### src/rtl/alu_pkg.sv
// Shared encodings for the ALU select interface and its main-control inputs.
package alu_pkg;

  // ALU select codes; ALU_NOP makes the ALU produce zero.
  localparam logic [3:0] ALU_AND = 4'b0000;
  localparam logic [3:0] ALU_OR  = 4'b0001;
  localparam logic [3:0] ALU_ADD = 4'b0010;
  localparam logic [3:0] ALU_SUB = 4'b0110;
  localparam logic [3:0] ALU_NOP = 4'b1111;

  // Main-control ALUOp field.
  typedef enum logic [1:0] {
    OP_MEM    = 2'b00,
    OP_BRANCH = 2'b01,
    OP_RTYPE  = 2'b10,
    OP_ITYPE  = 2'b11
  } alu_op_e;

  // funct3 values the decoder understands.
  localparam logic [2:0] F3_ADDSUB = 3'b000;
  localparam logic [2:0] F3_AND    = 3'b111;
  localparam logic [2:0] F3_OR     = 3'b110;

endpackage

### src/rtl/alu_op_decode.sv
// Combinational ALUOp/funct decode into the 4-bit ALU select code.
module alu_op_decode
  import alu_pkg::*;
(
  input  logic [1:0] alu_op,
  input  logic [2:0] funct3,
  input  logic       funct7_5,
  output logic [3:0] sel,
  output logic       illegal
);

  // Unlisted combinations fall through to the NOP code and are flagged illegal.
  always_comb begin
    sel     = ALU_NOP;
    illegal = 1'b1;
    case (alu_op)
      OP_MEM: begin
        sel     = ALU_ADD;
        illegal = 1'b0;
      end
      OP_BRANCH: begin
        sel     = ALU_SUB;
        illegal = 1'b0;
      end
      OP_RTYPE, OP_ITYPE: begin
        case (funct3)
          F3_ADDSUB: begin
            // Immediate forms have no subtract, so bit 30 only matters for R-type.
            sel     = ((alu_op == OP_RTYPE) && funct7_5) ? ALU_SUB : ALU_ADD;
            illegal = 1'b0;
          end
          F3_AND: begin
            sel     = ALU_AND;
            illegal = 1'b0;
          end
          F3_OR: begin
            sel     = ALU_OR;
            illegal = 1'b0;
          end
          default: begin
            sel     = ALU_NOP;
            illegal = 1'b1;
          end
        endcase
      end
      default: begin
        sel     = ALU_NOP;
        illegal = 1'b1;
      end
    endcase
  end

endmodule

### src/rtl/alu_op_issue.sv
// Issue stage towards the ALU: decodes the operation and holds it, with its
// operands, in a 2-entry skid buffer (main drives the outputs, skid catches
// the op accepted while main is stalled). Also counts illegal encodings.
module alu_op_issue
  import alu_pkg::*;
#(
  parameter int N     = 32,
  parameter int CNT_W = 16
) (
  input  logic             clk,
  input  logic             rst_n,
  input  logic             in_valid,
  output logic             in_ready,
  input  logic [1:0]       alu_op,
  input  logic [2:0]       funct3,
  input  logic             funct7_5,
  input  logic [N-1:0]     opa,
  input  logic [N-1:0]     opb,
  input  logic             flush,
  output logic             out_valid,
  input  logic             out_ready,
  output logic [3:0]       sel,
  output logic [N-1:0]     A,
  output logic [N-1:0]     B,
  output logic             illegal,
  output logic [CNT_W-1:0] illegal_cnt
);

  logic [3:0]       w_dec_sel;
  logic             w_dec_ill;
  logic             w_acc;
  logic             w_xfer;

  logic             r_main_v;
  logic [3:0]       r_main_sel;
  logic [N-1:0]     r_main_a;
  logic [N-1:0]     r_main_b;
  logic             r_main_ill;

  logic             r_skid_v;
  logic [3:0]       r_skid_sel;
  logic [N-1:0]     r_skid_a;
  logic [N-1:0]     r_skid_b;
  logic             r_skid_ill;

  logic [CNT_W-1:0] r_cnt;

  alu_op_decode u_decode (
    .alu_op   (alu_op),
    .funct3   (funct3),
    .funct7_5 (funct7_5),
    .sel      (w_dec_sel),
    .illegal  (w_dec_ill)
  );

  // Ready only reflects the skid register, so out_ready never reaches in_ready.
  assign in_ready = ~r_skid_v;
  assign w_acc    = in_valid && in_ready && !flush;
  assign w_xfer   = r_main_v && out_ready;

  // Skid buffer: main refills from skid first (FIFO order), else from the input.
  always_ff @(posedge clk or negedge rst_n) begin
    if (!rst_n) begin
      r_main_v   <= 1'b0;
      r_main_sel <= ALU_NOP;
      r_main_a   <= '0;
      r_main_b   <= '0;
      r_main_ill <= 1'b0;
      r_skid_v   <= 1'b0;
      r_skid_sel <= ALU_NOP;
      r_skid_a   <= '0;
      r_skid_b   <= '0;
      r_skid_ill <= 1'b0;
    end else if (flush) begin
      // Operands are left as-is; only the select is parked on NOP.
      r_main_v   <= 1'b0;
      r_main_sel <= ALU_NOP;
      r_main_ill <= 1'b0;
      r_skid_v   <= 1'b0;
    end else if (!r_main_v || w_xfer) begin
      if (r_skid_v) begin
        r_main_v   <= 1'b1;
        r_main_sel <= r_skid_sel;
        r_main_a   <= r_skid_a;
        r_main_b   <= r_skid_b;
        r_main_ill <= r_skid_ill;
        r_skid_v   <= 1'b0;
      end else if (w_acc) begin
        r_main_v   <= 1'b1;
        r_main_sel <= w_dec_sel;
        r_main_a   <= opa;
        r_main_b   <= opb;
        r_main_ill <= w_dec_ill;
      end else begin
        r_main_v   <= 1'b0;
        r_main_sel <= ALU_NOP;
        r_main_ill <= 1'b0;
      end
    end else if (w_acc) begin
      r_skid_v   <= 1'b1;
      r_skid_sel <= w_dec_sel;
      r_skid_a   <= opa;
      r_skid_b   <= opb;
      r_skid_ill <= w_dec_ill;
    end
  end

  // Saturating count of accepted illegal ops; flush deliberately leaves it alone.
  always_ff @(posedge clk or negedge rst_n) begin
    if (!rst_n) begin
      r_cnt <= '0;
    end else if (w_acc && w_dec_ill && (r_cnt != {CNT_W{1'b1}})) begin
      r_cnt <= r_cnt + CNT_W'(1);
    end
  end

  assign out_valid   = r_main_v;
  assign sel         = r_main_sel;
  assign A           = r_main_a;
  assign B           = r_main_b;
  assign illegal     = r_main_ill;
  assign illegal_cnt = r_cnt;

endmodule

### config.mk
export PLATFORM = sky130hd
export DESIGN_NAME = alu_op_issue
export DESIGN_NICKNAME = d
export VERILOG_FILES = /design/src/rtl/alu_pkg.sv /design/src/rtl/alu_op_decode.sv /design/src/rtl/alu_op_issue.sv
export SDC_FILE = /design/constraint.sdc
export NUM_CORES = 1
export LEC_CHECK = 0
export CORE_MARGIN = 8
export CORE_UTILIZATION = 30
export CTS_BUF_LIST = sky130_fd_sc_hd__clkbuf_2 sky130_fd_sc_hd__clkbuf_4 sky130_fd_sc_hd__clkbuf_8
export CTS_CLUSTER_DIAMETER = 60
export CTS_CLUSTER_SIZE = 12
export DETAILED_ROUTE_END_ITERATION = 7
export SYNTH_ARGS = -nofsm -noshare
export SYNTH_HDL_FRONTEND = slang
export SYNTH_HIERARCHICAL = 1
export SYNTH_SLANG_ARGS = --single-unit
### constraint.sdc
create_clock -name clk -period 2.45 [get_ports clk]
set_input_delay 0.735 -clock clk [delete_from_list [all_inputs] [get_ports clk]]
set_output_delay 0.735 -clock clk [all_outputs]
set_load 0.02 [all_outputs]
==> results.json <==
{
  "status": "finished, final reports clean",
  "slew_viol_final": 0,
  "clk-insertion-delay-late_ns": 0.45,
  "syn_avg_cell_area_um2": 12.5,
  "drive_gt1_share_pct": 20.6,
  "crit_arrival_ns": 1.61,
  "wl_per_cell_um": 16.9,
  "synth_cell_types": 42,
  "grt_setup_unrepaired": "no",
  "yosysWarnings": 6,
  "path_buf_inv": 1,
  "end_kind": "primary output",
  "core_area_um2": 21900,
  "setup_ws_ns": 0.109,
  "synth_seq_area_share_pct": 58.4,
  "cts_max_level": 4,
  "yosys.area.top_type": "dfrtp_1",
  "crit_family": "buffers and inverters",
  "fin_nets": 781,
  "pre_cts_ws_ns": -0.329,
  "start_util_pct": 30.6,
  "drt_iter0_drc": 280,
  "port_buffers": 161,
  "place_congestion": 0.783,
  "final.setup.tns_ns": 0,
  "syn-cell-area_um2": 6700,
  "gr-usage-all-layers_pct": 12.6,
  "vias": 4703,
  "die_area_um2": 27400,
  "worstPathRequired_ns": 1.71,
  "min_period_ns": 2.34,
  "cts_tree": "yes",
  "setup_viol_count_final": 0,
  "ys_ff_latch": 156,
  "tightest_slew_ns": 0.622,
  "clk_transition_reported_paths_ns": 0.08,
  "worstRegToRegCells": 5,
  "relSlewSlack_pct": 58.2,
  "maxCapViolCount": 0,
  "synthTopCellsByArea": "dfrtp_1, mux2_2, mux2i_1",
  "dp.final_hpwl_um": 12100,
  "r2r_start": "illegal_cnt[1]$_DFFE_PN0P_",
  "final_util_pct": 41.8,
  "finClkSkew_ns": 0.0112,
  "io_pins": 162,
  "antenna_found_initial": 0,
  "layout_worst_path_cycle_share_pct": 95.6,
  "syn_nets": 611,
  "async_reset_ff_share_pct": 100,
  "ys.flop_type": "dfrtp_1",
  "vdd_drop_max_v": 0.000337,
  "slowest_delay_ns": 0.61,
  "cts_max_path_buffers": 2,
  "worst-path-max-fanout": 2,
  "start_kind": "flip-flop",
  "cts_buffers": 17,
  "yosys.area.top_type_share_pct": 55.3,
  "crit_start": "sel[2]$_DFFE_PN1N_",
  "routed_wl_um": 16800,
  "final_cells": 997,
  "dr.pass1.iters": 4,
  "crit_cells": 1,
  "power.static_leakage_nw": 3.72,
  "crit_chain": "clkdlybuf4s50_1",
  "synth_edf_count": 0,
  "ant_nets": 0,
  "fmax_mhz": 427,
  "grt_pass1_vias": 5088,
  "cts_sinks": 156,
  "chipWidth_um": 165,
  "rows": 54,
  "drc": 0,
  "grt_max_degree": 70,
  "die_h_um": 165,
  "cts_root_buffer": "clkbuf_8",
  "post_cts_resized": 1,
  "p_per_area_nw_per_um2": 772,
  "syn_inst": 535,
  "overflow": 0,
  "cpMaxStageDelayCell": "clkdlybuf4s50_1",
  "timing.final.hold_violations": 0,
  "vias_per_cell": 4.72,
  "area_growth_syn_to_layout_pct": 36.6,
  "cts_setup_buffers": 0,
  "num_antenna_cells": 0,
  "hp-class": "input pin to asynchronous set/reset pin",
  "power_w": 0.00707,
  "grt_pass1_wl_um": 26900,
  "placed_cells": 966,
  "crit_type": "flip-flop to primary output",
  "hold_buffers": 0
}
sequential cells by signal, indices dropped and copies added, names as in the netlist:
signal and cells:
sel 4, r_skid_ill 1, A 32, illegal_cnt 16, r_skid_v 1, illegal 1
out_valid 1, r_skid_b 32, r_skid_a 32, B 32, r_skid_sel 4
cell type report:
| type | count | area [µm²] |
|---|---|---|
| clock inverters | 11 | 120 |
| clock buffers | 20 | 263 |
| fillers | 2090 | 12700 |
| well taps | 280 | 350 |
| inverters | 2 | 7.51 |
| multi-input cells | 345 | 2640 |
| flip-flops and latches | 156 | 3920 |
| repair buffers | 183 | 1850 |
layer usage:
layer	vias to the layer above	wire length (µm)	part of all wire, %	track usage (%)
li1	2226	-	-	-
met1	2337	7040	42	15.1
met2	128	8280	49	21.0
met3	12	1320	7.9	4.41
met4	0	189	1.1	3.61
met5	-	0	0	0
cells by family after synthesis:
family | count (synthesis) | share of synthesized area [%]
AO/OA/AOI/OAI | 82 | 6.57
XOR/XNOR | 14 | 1.83
adder cells (fa/ha/maj) | 1 | 0.187
buffers and inverters | 34 | 2.33
flip-flops | 156 | 58.4
multiplexers | 135 | 21.5
AND/OR/NAND/NOR | 113 | 9.11
power breakdown:
| group | switching [W] | internal, W | total, W |
|---|---|---|---|
| Sequential | 0.000333 | 0.00313 | 0.00347 |
| Combinational | 0.000785 | 0.000917 | 0.00170 |
| Clock | 0.000951 | 0.000946 | 0.00190 |
| Total | 0.00207 | 0.00500 | 0.00707 |
stage by stage:
step           hold slack [ns]  cell area [µm²]
6_report                 0.224             9150
5_1_grt                  0.213             9150
4_1_cts                  0.204             9150
3_5_place_dp             0.493             8770
3_3_place_gp             0.481             8770
2_1_floorplan            0.439             6700
placed cells by master, fill, tap and decap left out, types with 2 or more instances in the layout:
cell               n
clkdlybuf4s50_1  159
dfrtp_1          147
nor2_1            73
mux2_2            69
a21oi_1           68
mux2i_1           65
clkbuf_8          18
buf_4             16
xor2_1            12
dfstp_2            8
buf_12             6
nand4_1            5
o22ai_1            4
a211o_1            4
nand3_1            4
nor3_1             4
clkinv_2           4
nand2_1            3
nand2b_1           3
clkinvlp_4         3
inv_1              2
o21bai_1           2
nor3b_2            2
nor4_4             2
xnor2_1            2
nor4b_2            2
clkbuf_4           2
bufinv_16          2
a31oi_1            2
cells in the mapped netlist (2+ instances only):
library cell and number:
buf_6 2, nor3b_2 2, dfstp_2 8, xnor2_1 2, mux2i_1 65, inv_1 2
nand2_1 4, a211o_1 4, buf_2 11, xor2_1 12, mux2_2 69, clkbuf_1 9
nand3_1 4, nor2_1 74, buf_1 10, nand2b_1 3, nor4b_2 2, nor4_4 2
nand4_1 5, o21bai_1 2, o22ai_1 4, a31oi_1 2, dfrtp_1 148, nor3_1 4
a21oi_1 68
path summary, 6_finish.rpt:
| check | endpoint | slack (ns) |
|---|---|---|
| worst max-delay path | sel[2] | 0.11 |
| worst min-delay path | A[28]$_DFFE_PN0P_ | 0.22 |
| worst max register to register | illegal_cnt[1]$_DFFE_PN0P_ | 0.47 |
| worst min register to register | r_skid_a[23]$_DFFE_PN0P_ | 0.51 |
| max in group asynchronous | sel[1]$_DFFE_PN1N_ | 1.58 |
| min in group clk | r_skid_a[23]$_DFFE_PN0P_ | 0.51 |
Note: power is estimated with default switching activity, not from simulation.
